===== config.mk =====
export PLATFORM = sky130hd
export DESIGN_NAME = gumnut_ctrl
export DESIGN_NICKNAME = d
export VERILOG_FILES = /design/src/rtl/gumnut_ctrl_pkg.sv /design/src/rtl/gumnut_ctrl_ret_stack.sv /design/src/rtl/gumnut_ctrl.sv
export SDC_FILE = /design/constraint.sdc
export NUM_CORES = 1
export LEC_CHECK = 0
export CORE_MARGIN = 2
export CORE_UTILIZATION = 42
export CTS_BUF_LIST = sky130_fd_sc_hd__clkbuf_8 sky130_fd_sc_hd__clkbuf_16
export CTS_CLUSTER_SIZE = 20
export DETAILED_ROUTE_END_ITERATION = 12
export DONT_BUFFER_PORTS = 1
export GPL_TIMING_DRIVEN = 0
export HOLD_SLACK_MARGIN = 0.05
export SKIP_LAST_GASP = 1
export SLEW_MARGIN = 20
export SYNTH_ARGS = -nofsm -noshare
export SYNTH_HDL_FRONTEND = slang
export SYNTH_HIERARCHICAL = 1
export SYNTH_SLANG_ARGS = --single-unit

===== constraint.sdc =====
create_clock -name clk_i -period 4.35 [get_ports clk_i]
set_clock_uncertainty 0.1 [all_clocks]
set_input_delay 0.87 -clock clk_i [delete_from_list [all_inputs] [get_ports clk_i]]
set_output_delay 0.87 -clock clk_i [all_outputs]
set_load 0.03 [all_outputs]

===== src/rtl/gumnut_ctrl_pkg.sv =====
// gumnut_ctrl_pkg
// Shared types and constants for the Gumnut control unit:
//   - state_t     : control FSM states
//   - op_class_t  : instruction class decoded from IR bits [17:11]
//   - ALU_*       : ALU operation codes driven on ALUOp_c_o
//   - MUX_*       : register-file write-data sources driven on RegMux_c_o
//   - MEM_*, BR_*, MISC_* : sub-op codes carried in func
//   - decode_op() : op -> instruction class
package gumnut_ctrl_pkg;

  typedef enum logic [2:0] {
    ST_FETCH,
    ST_DECODE,
    ST_EXECUTE,
    ST_MEM,
    ST_INT,
    ST_WAIT,
    ST_STBY
  } state_t;

  typedef enum logic [2:0] {
    CL_ALUI,
    CL_MEM,
    CL_ALUR,
    CL_SHIFT,
    CL_JUMP,
    CL_BRANCH,
    CL_MISC,
    CL_NOP
  } op_class_t;

  // ALU operations: arithmetic/logic ops 0..7, shifts/rotates 8..11
  localparam logic [3:0] ALU_ADD  = 4'd0;
  localparam logic [3:0] ALU_ADDC = 4'd1;
  localparam logic [3:0] ALU_SUB  = 4'd2;
  localparam logic [3:0] ALU_SUBC = 4'd3;
  localparam logic [3:0] ALU_AND  = 4'd4;
  localparam logic [3:0] ALU_OR   = 4'd5;
  localparam logic [3:0] ALU_XOR  = 4'd6;
  localparam logic [3:0] ALU_MASK = 4'd7;
  localparam logic [3:0] ALU_SHL  = 4'd8;
  localparam logic [3:0] ALU_SHR  = 4'd9;
  localparam logic [3:0] ALU_ROL  = 4'd10;
  localparam logic [3:0] ALU_ROR  = 4'd11;

  // Register-file write-data source
  localparam logic [1:0] MUX_ALU  = 2'd0;
  localparam logic [1:0] MUX_DMEM = 2'd1;
  localparam logic [1:0] MUX_PORT = 2'd2;

  // Memory sub-ops (func[1:0]): bit 1 selects the port bus, bit 0 is a write
  localparam logic [1:0] MEM_LDM = 2'd0;
  localparam logic [1:0] MEM_STM = 2'd1;
  localparam logic [1:0] MEM_INP = 2'd2;
  localparam logic [1:0] MEM_OUT = 2'd3;

  // Branch conditions (func[1:0])
  localparam logic [1:0] BR_Z  = 2'd0;
  localparam logic [1:0] BR_NZ = 2'd1;
  localparam logic [1:0] BR_C  = 2'd2;
  localparam logic [1:0] BR_NC = 2'd3;

  // Miscellaneous sub-ops (func); 6 and 7 behave as nop
  localparam logic [2:0] MISC_RET  = 3'd0;
  localparam logic [2:0] MISC_RETI = 3'd1;
  localparam logic [2:0] MISC_ENAI = 3'd2;
  localparam logic [2:0] MISC_DISI = 3'd3;
  localparam logic [2:0] MISC_WAIT = 3'd4;
  localparam logic [2:0] MISC_STBY = 3'd5;

  // The class is given by the position of the first zero in op, scanning
  // from the MSB; all ones is a nop.
  function automatic op_class_t decode_op(input logic [6:0] op);
    op_class_t cls;
    if (!op[6])      cls = CL_ALUI;
    else if (!op[5]) cls = CL_MEM;
    else if (!op[4]) cls = CL_ALUR;
    else if (!op[3]) cls = CL_SHIFT;
    else if (!op[2]) cls = CL_JUMP;
    else if (!op[1]) cls = CL_BRANCH;
    else if (!op[0]) cls = CL_MISC;
    else             cls = CL_NOP;
    return cls;
  endfunction

endpackage


===== src/rtl/gumnut_ctrl_ret_stack.sv =====
// gumnut_ctrl_ret_stack
// Return-address LIFO, DEPTH x 12 bits, with a wrapping stack pointer.
// Push writes at sp and increments it; pop decrements it and the value at
// sp-1 is presented combinationally so the caller can load it in the same
// cycle. Overflow silently overwrites the oldest entry, underflow returns
// whatever stale entry the pointer lands on.
// Ports:
//   clk        clock
//   srst       synchronous active-high reset (pointer only)
//   push/pop   one-cycle requests, never both at once
//   push_data  value to push
//   pop_data   entry at sp-1
module gumnut_ctrl_ret_stack #(
  parameter int DEPTH = 8
) (
  input  logic        clk,
  input  logic        srst,
  input  logic        push,
  input  logic        pop,
  input  logic [11:0] push_data,
  output logic [11:0] pop_data
);

  localparam int AW = (DEPTH > 1) ? $clog2(DEPTH) : 1;

  logic [11:0]   mem [DEPTH];
  logic [AW-1:0] sp_reg;

  always_ff @(posedge clk) begin
    if (srst) begin
      sp_reg <= '0;
    end else if (push) begin
      sp_reg <= sp_reg + AW'(1);
    end else if (pop) begin
      sp_reg <= sp_reg - AW'(1);
    end
  end

  // Contents are never cleared; a pop after reset returns stale data.
  always_ff @(posedge clk) begin
    if (push) begin
      mem[sp_reg] <= push_data;
    end
  end

  assign pop_data = mem[sp_reg - AW'(1)];

endmodule


===== src/rtl/gumnut_ctrl.sv =====
// gumnut_ctrl
// Multi-cycle control unit for the Gumnut datapath (punit). Fetches an
// instruction, lets punit latch it, decodes the class and sequences the
// datapath, the data/port bus cycles, the PC, the return stack and
// interrupt entry/exit.
// Ports:
//   clk_i, rst_i                  clock, synchronous active-high reset
//   inst_cyc_o/stb_o/adr_o/ack_i  instruction fetch bus (adr = PC)
//   data_cyc_o/stb_o/we_o/ack_i   data-memory bus cycle
//   port_cyc_o/stb_o/we_o/ack_i   I/O-port bus cycle
//   bus_adr_o                     data/port address, registered from res_i
//   op_i, func_i, addr_i, disp_i  IR fields returned by punit
//   res_i, ccC_i, ccZ_i           ALU result and registered flags
//   int_req_i, int_ack_o          level interrupt request, entry pulse
//   ClkEn_o ... ALUOp_c_o         datapath controls
//   pc_o                          current PC (debug)
// Every control is a register updated on the transition into the state
// that uses it. The one exception is the register write of a load, which
// is qualified by the bus ack so that wait cycles never write the file.
module gumnut_ctrl
  import gumnut_ctrl_pkg::*;
#(
  parameter int          RS_DEPTH   = 8,
  parameter logic [11:0] INT_VECTOR = 12'h001
) (
  input  logic        clk_i,
  input  logic        rst_i,
  output logic        inst_cyc_o,
  output logic        inst_stb_o,
  output logic [11:0] inst_adr_o,
  input  logic        inst_ack_i,
  output logic        data_cyc_o,
  output logic        data_stb_o,
  output logic        data_we_o,
  output logic        port_cyc_o,
  output logic        port_stb_o,
  output logic        port_we_o,
  input  logic        data_ack_i,
  input  logic        port_ack_i,
  output logic [7:0]  bus_adr_o,
  input  logic [6:0]  op_i,
  input  logic [2:0]  func_i,
  input  logic [11:0] addr_i,
  input  logic [7:0]  disp_i,
  input  logic [7:0]  res_i,
  input  logic        ccC_i,
  input  logic        ccZ_i,
  input  logic        int_req_i,
  output logic        int_ack_o,
  output logic        ClkEn_o,
  output logic        RegWrt_c_o,
  output logic        op2_c_o,
  output logic        stm_mux_o,
  output logic        ALUFR_c_o,
  output logic        ALUEn_c_o,
  output logic        reti_c_o,
  output logic [1:0]  RegMux_c_o,
  output logic [3:0]  ALUOp_c_o,
  output logic [11:0] pc_o
);

  state_t      state_reg;
  logic [11:0] pc_reg;
  logic        int_en_reg;
  logic        int_en_next;

  logic        inst_stb_reg;
  logic        data_stb_reg;
  logic        port_stb_reg;
  logic        we_reg;
  logic        stm_mux_reg;
  logic        mem_load_reg;
  logic [7:0]  bus_adr_reg;
  logic        int_ack_reg;
  logic        clk_en_reg;
  logic        reg_wrt_reg;
  logic [1:0]  reg_mux_reg;
  logic        op2_reg;
  logic        alufr_reg;
  logic        aluen_reg;
  logic        reti_reg;
  logic [3:0]  aluop_reg;

  op_class_t   cls;
  logic        push;
  logic        pop;
  logic [11:0] push_data;
  logic [11:0] pop_data;
  logic        int_take;
  logic        branch_taken;
  logic [11:0] pc_inc;
  logic [11:0] branch_target;
  logic        bus_ack;

  // IR is stable from the fetch ack until the next fetch ack, so the
  // class can be decoded straight from punit's fields.
  assign cls           = decode_op(op_i);
  assign pc_inc        = pc_reg + 12'd1;
  assign branch_target = pc_inc + {{4{disp_i[7]}}, disp_i};
  assign bus_ack       = (data_stb_reg & data_ack_i) | (port_stb_reg & port_ack_i);

  always_comb begin
    branch_taken = 1'b0;
    case (func_i[1:0])
      BR_Z:    branch_taken = ccZ_i;
      BR_NZ:   branch_taken = ~ccZ_i;
      BR_C:    branch_taken = ccC_i;
      BR_NC:   branch_taken = ~ccC_i;
      default: branch_taken = 1'b0;
    endcase
  end

  // Interrupt-enable update and return-stack requests for this cycle.
  always_comb begin
    int_en_next = int_en_reg;
    push        = 1'b0;
    pop         = 1'b0;
    push_data   = pc_inc;
    case (state_reg)
      ST_INT: begin
        int_en_next = 1'b0;
        push        = 1'b1;
        push_data   = pc_reg;
      end
      ST_EXECUTE: begin
        if (cls == CL_JUMP) begin
          push = func_i[0];
        end else if (cls == CL_MISC) begin
          case (func_i)
            MISC_RET:  pop = 1'b1;
            MISC_RETI: begin
              pop         = 1'b1;
              int_en_next = 1'b1;
            end
            MISC_ENAI: int_en_next = 1'b1;
            MISC_DISI: int_en_next = 1'b0;
            default:   ;
          endcase
        end
      end
      default: ;
    endcase
  end

  // Interrupts are only taken on the way into FETCH (or out of WAIT/STBY).
  // Using the updated enable means disi takes effect before the next fetch.
  assign int_take = int_en_next & int_req_i;

  gumnut_ctrl_ret_stack #(
    .DEPTH(RS_DEPTH)
  ) ret_stack (
    .clk       (clk_i),
    .srst      (rst_i),
    .push      (push),
    .pop       (pop),
    .push_data (push_data),
    .pop_data  (pop_data)
  );

  always_ff @(posedge clk_i) begin
    if (rst_i) begin
      state_reg    <= ST_FETCH;
      pc_reg       <= '0;
      int_en_reg   <= 1'b0;
      inst_stb_reg <= 1'b0;
      data_stb_reg <= 1'b0;
      port_stb_reg <= 1'b0;
      we_reg       <= 1'b0;
      stm_mux_reg  <= 1'b0;
      mem_load_reg <= 1'b0;
      bus_adr_reg  <= '0;
      int_ack_reg  <= 1'b0;
      clk_en_reg   <= 1'b1;
      reg_wrt_reg  <= 1'b0;
      reg_mux_reg  <= MUX_ALU;
      op2_reg      <= 1'b0;
      alufr_reg    <= 1'b0;
      aluen_reg    <= 1'b0;
      reti_reg     <= 1'b0;
      aluop_reg    <= ALU_ADD;
    end else begin
      int_en_reg <= int_en_next;

      // Controls that live for exactly one state default off.
      int_ack_reg <= 1'b0;
      clk_en_reg  <= 1'b1;
      reg_wrt_reg <= 1'b0;
      op2_reg     <= 1'b0;
      alufr_reg   <= 1'b0;
      aluen_reg   <= 1'b0;
      reti_reg    <= 1'b0;
      aluop_reg   <= ALU_ADD;

      case (state_reg)
        ST_FETCH: begin
          if (!inst_stb_reg) begin
            // Only reached straight after reset: raise the fetch request.
            if (int_take) begin
              state_reg   <= ST_INT;
              int_ack_reg <= 1'b1;
            end else begin
              inst_stb_reg <= 1'b1;
            end
          end else if (inst_ack_i) begin
            inst_stb_reg <= 1'b0;
            state_reg    <= ST_DECODE;
          end
        end

        ST_DECODE: begin
          state_reg <= ST_EXECUTE;
          case (cls)
            CL_ALUI, CL_ALUR: begin
              aluen_reg   <= 1'b1;
              reg_wrt_reg <= 1'b1;
              alufr_reg   <= 1'b1;
              op2_reg     <= (cls == CL_ALUI);
              aluop_reg   <= {1'b0, func_i};
            end
            CL_SHIFT: begin
              aluen_reg   <= 1'b1;
              reg_wrt_reg <= 1'b1;
              alufr_reg   <= 1'b1;
              aluop_reg   <= ALU_SHL | {2'b00, func_i[1:0]};
            end
            CL_MEM: begin
              // ALU forms rs + immediate as the bus address.
              op2_reg   <= 1'b1;
              aluop_reg <= ALU_ADD;
            end
            CL_MISC: begin
              reti_reg <= (func_i == MISC_RETI);
            end
            default: ;
          endcase
        end

        ST_EXECUTE: begin
          if (cls == CL_MEM) begin
            state_reg    <= ST_MEM;
            bus_adr_reg  <= res_i;
            data_stb_reg <= ~func_i[1];
            port_stb_reg <= func_i[1];
            we_reg       <= func_i[0];
            stm_mux_reg  <= func_i[0];
            mem_load_reg <= ~func_i[0];
            if (func_i[0]) begin
              reg_mux_reg <= MUX_ALU;
            end else if (func_i[1]) begin
              reg_mux_reg <= MUX_PORT;
            end else begin
              reg_mux_reg <= MUX_DMEM;
            end
          end else if (cls == CL_MISC && func_i == MISC_WAIT) begin
            state_reg <= ST_WAIT;
          end else if (cls == CL_MISC && func_i == MISC_STBY) begin
            state_reg  <= ST_STBY;
            clk_en_reg <= 1'b0;
          end else begin
            case (cls)
              CL_BRANCH: pc_reg <= branch_taken ? branch_target : pc_inc;
              CL_JUMP:   pc_reg <= addr_i;
              CL_MISC:   pc_reg <= pop ? pop_data : pc_inc;
              default:   pc_reg <= pc_inc;
            endcase
            if (int_take) begin
              state_reg   <= ST_INT;
              int_ack_reg <= 1'b1;
            end else begin
              state_reg    <= ST_FETCH;
              inst_stb_reg <= 1'b1;
            end
          end
        end

        ST_MEM: begin
          // Strobes and the load write enable hold until the ack.
          if (bus_ack) begin
            data_stb_reg <= 1'b0;
            port_stb_reg <= 1'b0;
            we_reg       <= 1'b0;
            stm_mux_reg  <= 1'b0;
            mem_load_reg <= 1'b0;
            reg_mux_reg  <= MUX_ALU;
            pc_reg       <= pc_inc;
            if (int_take) begin
              state_reg   <= ST_INT;
              int_ack_reg <= 1'b1;
            end else begin
              state_reg    <= ST_FETCH;
              inst_stb_reg <= 1'b1;
            end
          end
        end

        ST_INT: begin
          // The return stack pushes the current PC this cycle.
          pc_reg       <= INT_VECTOR;
          state_reg    <= ST_FETCH;
          inst_stb_reg <= 1'b1;
        end

        ST_WAIT, ST_STBY: begin
          if (int_en_reg & int_req_i) begin
            // Resume after the wait/stby instruction once the handler returns.
            pc_reg      <= pc_inc;
            state_reg   <= ST_INT;
            int_ack_reg <= 1'b1;
          end else if (state_reg == ST_STBY) begin
            clk_en_reg <= 1'b0;
          end
        end

        default: begin
          state_reg    <= ST_FETCH;
          inst_stb_reg <= 1'b1;
        end
      endcase
    end
  end

  assign inst_cyc_o = inst_stb_reg;
  assign inst_stb_o = inst_stb_reg;
  assign inst_adr_o = pc_reg;
  assign data_cyc_o = data_stb_reg;
  assign data_stb_o = data_stb_reg;
  assign data_we_o  = data_stb_reg & we_reg;
  assign port_cyc_o = port_stb_reg;
  assign port_stb_o = port_stb_reg;
  assign port_we_o  = port_stb_reg & we_reg;
  assign bus_adr_o  = bus_adr_reg;
  assign int_ack_o  = int_ack_reg;
  assign ClkEn_o    = clk_en_reg;
  assign RegWrt_c_o = reg_wrt_reg | (mem_load_reg & bus_ack);
  assign op2_c_o    = op2_reg;
  assign stm_mux_o  = stm_mux_reg;
  assign ALUFR_c_o  = alufr_reg;
  assign ALUEn_c_o  = aluen_reg;
  assign reti_c_o   = reti_reg;
  assign RegMux_c_o = reg_mux_reg;
  assign ALUOp_c_o  = aluop_reg;
  assign pc_o       = pc_reg;

endmodule


==> flow_summary.ini <==
[grt]
grt_util_met1 = 0.302
first_global_vias = 5542
met2_usage = 0.340
antenna_found_initial = 1
grt_usage = 0.221
grt_pass1_wl_mm = 30.8
grt_max_degree = 17
grt_busiest_layer = met2
grtUsageMet3 = 0.0504
overflow = 0

[worst_setup_path]
startpoint = inst_adr_o[3]
rr_worst_depth = 13
crit_cells = 13
crit_path_end = inst_adr_o[11]
path_cells = clkbuf_1 -> and4_1 -> and4_1 -> nand3_1 -> xnor2_1 -> ha_1 -> a21oi_1 -> nand3_1 -> a2111oi_0 -> o21ai_0 -> nand3b_1 -> nand4_1 -> a311oi_1
reg2reg_from = inst_adr_o[3]
critPathArrivalTime_ns = 4.25
cp_top_family = compound AO/OA/AOI/OAI gates
timing.rr.end = inst_adr_o[11]
criticalPathCategory = reg -> reg
critPathMaxFanout = 8
crit_slowest_cell = dfxtp_1
required_ns = 4.56
startpoint_type = flop
rrSetupSlack_ns = 0.32
cp_num_buf_inv = 1
endpoint_kind = flop
max_stage_delay_ns = 0.60

[clock_tree]
clk_path_buf_depth = 2
cts_tree = built
cts_buffers = 17
clk_latency_ns = 0.42
cts_htree_levels = 4
clk_pin_slew_worst_paths_ns = 0.06
cts_root_buf = clkbuf_16
clock_sinks = 139
cts_setup_buffers = 0

[placement]
place.gp.congestion = 0.900
place_ws_ns = 0.280
detailed_place_hpwl_mm = 15.1
dp.cells = 946
portBuffers = 0

[timing]
hold_viol = 0
tightest_slew_ns = 0.847
rsz0062_at_grt = false
max_freq_ghz = 0.248
post-route-period-util = 0.927
worst_slack_ns = 0.319
finalMaxSlewViolations = 0
finalCriticalPeriod_ns = 4.03
max_slew_margin = 0.435
setup_viol = 0

[synthesis]
ys_warn_count = 6
netlist.area_leader.share = 0.386
synth_xor_area_frac = 0.0394
synthArstFlopShare = 0
syn_inst = 719
synth_edf_count = 96
synth_simple_gate_area_frac = 0.176
ys.flop_type = edfxtp_1
yosys.area.top_type = edfxtp_1
yosys-mux-area-fraction = 0.0670
syn-cell-area_um2 = 7470
synth_compound_area_frac = 0.138
yosys.area_share.adder = 0.0261
synth_cell_types = 73
synth-seq-area-share = 0.501
netlist_top_cells_area = edfxtp_1 39%, dfxtp_1 12%, mux2i_1 6.7%
syn-num-nets = 780
synth_top_family_by_area = simple AND/OR/NAND/NOR gates
ys_ff_latch = 139
syn_area_per_cell_um2 = 10.4

[die]
io_pins = 100
core_um2 = 17400
die_w_um = 137
rows = 48
die_h_um = 137
die_area_um2 = 18900
start_util = 0.430

[cells_and_area]
largest_register = ret_stack/mem
drive_gt1_frac = 0.126
stdcell_count = 977
nNetsFinal = 801
nFillCells = 1566
largest_reg_flops = 96
syn_to_final_growth_pct = 11.7

[drt]
viasPerCell = 6.00
detail-route-antenna-nets = 0
num_vias = 5864
wire_per_inst_um = 20.8
first_pass_iters = 5
drtIter0Drc = 486
route.detailed.drc = 0
wl_mm = 20.4

[status]
status = finished, final reports clean

[power]
p_per_area_nw_per_um2 = 400
p_leak_uw = 0.00279
peakVddDrop_mv = 0.296

[job]
maxCapViolCount = 0

[min_path]
hp-class = reg -> reg
[Yosys cell counts, types with 8 or more instances]
cell	instances
o21ai_0	20
clkbuf_1	25
a21oi_1	40
nor3_1	11
dfxtp_1	43
edfxtp_1	96
a22oi_1	14
buf_2	18
nand2b_1	8
buf_4	18
nand3_1	57
xor2_1	11
mux2i_1	50
nor2_1	58
a221oi_1	8
and4_1	14
xnor2_1	17
o21ai_1	14
inv_1	15
ha_1	14
nand2_1	55
[worst register-to-register path: stages (launching register included)]
cell and delay, ns:
dfxtp_1 0.60, clkbuf_1 0.32, and4_1 0.33, and4_1 0.30, nand3_1 0.14, xnor2_1 0.26, ha_1 0.36, a21oi_1 0.21
nand3_1 0.13, a2111oi_0 0.44, o21ai_0 0.21, nand3b_1 0.12, nand4_1 0.10, a311oi_1 0.32
[cell families after synthesis]
logic type      after synthesis
xor+xnor                     31
fa+ha+maj                    15
buf+inv                      79
mux                          50
simple gates                255
flops                       139
compound gates              150
[cell usage in the layout, fill, tap and decap left out, types with 5 or more instances in the layout]
cell / netlist / final
edfxtp_1: 96 / 96
nand3_1: 57 / 57
nand2_1: 55 / 55
nor2_1: 58 / 52
mux2i_1: 50 / 50
dfxtp_1: 43 / 42
a21oi_1: 40 / 40
clkbuf_1: 25 / 25
buf_4: 18 / 20
o21ai_0: 20 / 19
buf_2: 18 / 18
xnor2_1: 17 / 17
clkbuf_16: 0 / 17
inv_1: 15 / 15
o21ai_1: 14 / 15
and4_1: 14 / 14
a22oi_1: 14 / 14
ha_1: 14 / 14
xor2_1: 11 / 11
nor3_1: 11 / 9
nand2b_1: 8 / 8
a221oi_1: 8 / 8
and2_1: 7 / 7
a211oi_1: 7 / 7
nor3b_1: 6 / 6
nor2b_1: 6 / 6
nor2_2: 0 / 6
nand4_1: 5 / 5
a21o_1: 5 / 5
[power by group]
| part | internal, uW | total (uW) | switching [uW] |
|---|---|---|---|
| combinational | 176 | 505 | 329 |
| clock | 784 | 1350 | 561 |
| sequential | 1450 | 1490 | 43.1 |
| total | 2410 | 3340 | 933 |
[worst min-delay path by stage]
stage          depth (start not counted)                   to         start  slack [ns]
6_report                               2         mem_load_reg  mem_load_reg        0.42
5_1_grt                                1  ret_stack/sp_reg[1]         rst_i        0.40
4_1_cts                                1  ret_stack/sp_reg[1]         rst_i        0.40
3_5_place_dp                           2         mem_load_reg  mem_load_reg        0.40
3_3_place_gp                           2         mem_load_reg  mem_load_reg        0.38
2_1_floorplan                          2         mem_load_reg  mem_load_reg        0.36
[final cells by class]
class | instances | area, um^2 | share of cell area
clock inverter | 13 | 120 | 0.0144
buffer | 63 | 334 | 0.0401
tap | 225 | 282 | 0.0338
inverter | 16 | 60.1 | 0.00720
clock buffer | 17 | 425 | 0.0510
sequential | 139 | 3740 | 0.449
timing repair buffer | 2 | 15.0 | 0.00180
antenna | 1 | 2.50 | 0.000300
multi-input combinational | 501 | 3360 | 0.402
[timing repair]
item	CTS	global route
setup endpoints to repair	0	1
gates resized for setup	0	1
hold buffers	0	0
[routing by layer]
metal  up-vias  wire [um]
met2       259       9430
met3        34       1550
met5         -          0
met4         0        405
met1      2855       8960
li1       2716          -
[through the flow]
step	power (uW)	cell area (um^2)	TNS, ns	utilization	hold slack [ns]
4_1_cts	3350	8330	0	0.480	0.403
3_5_place_dp	2010	7780	0	0.448	0.399
5_1_grt	3470	8340	0	0.480	0.404
2_1_floorplan	1880	7470	0	-	0.358
6_report	3340	8340	0	0.481	0.415
3_3_place_gp	2000	7750	-0.000977	0.447	0.380
Power figures use the tool's default switching activity.
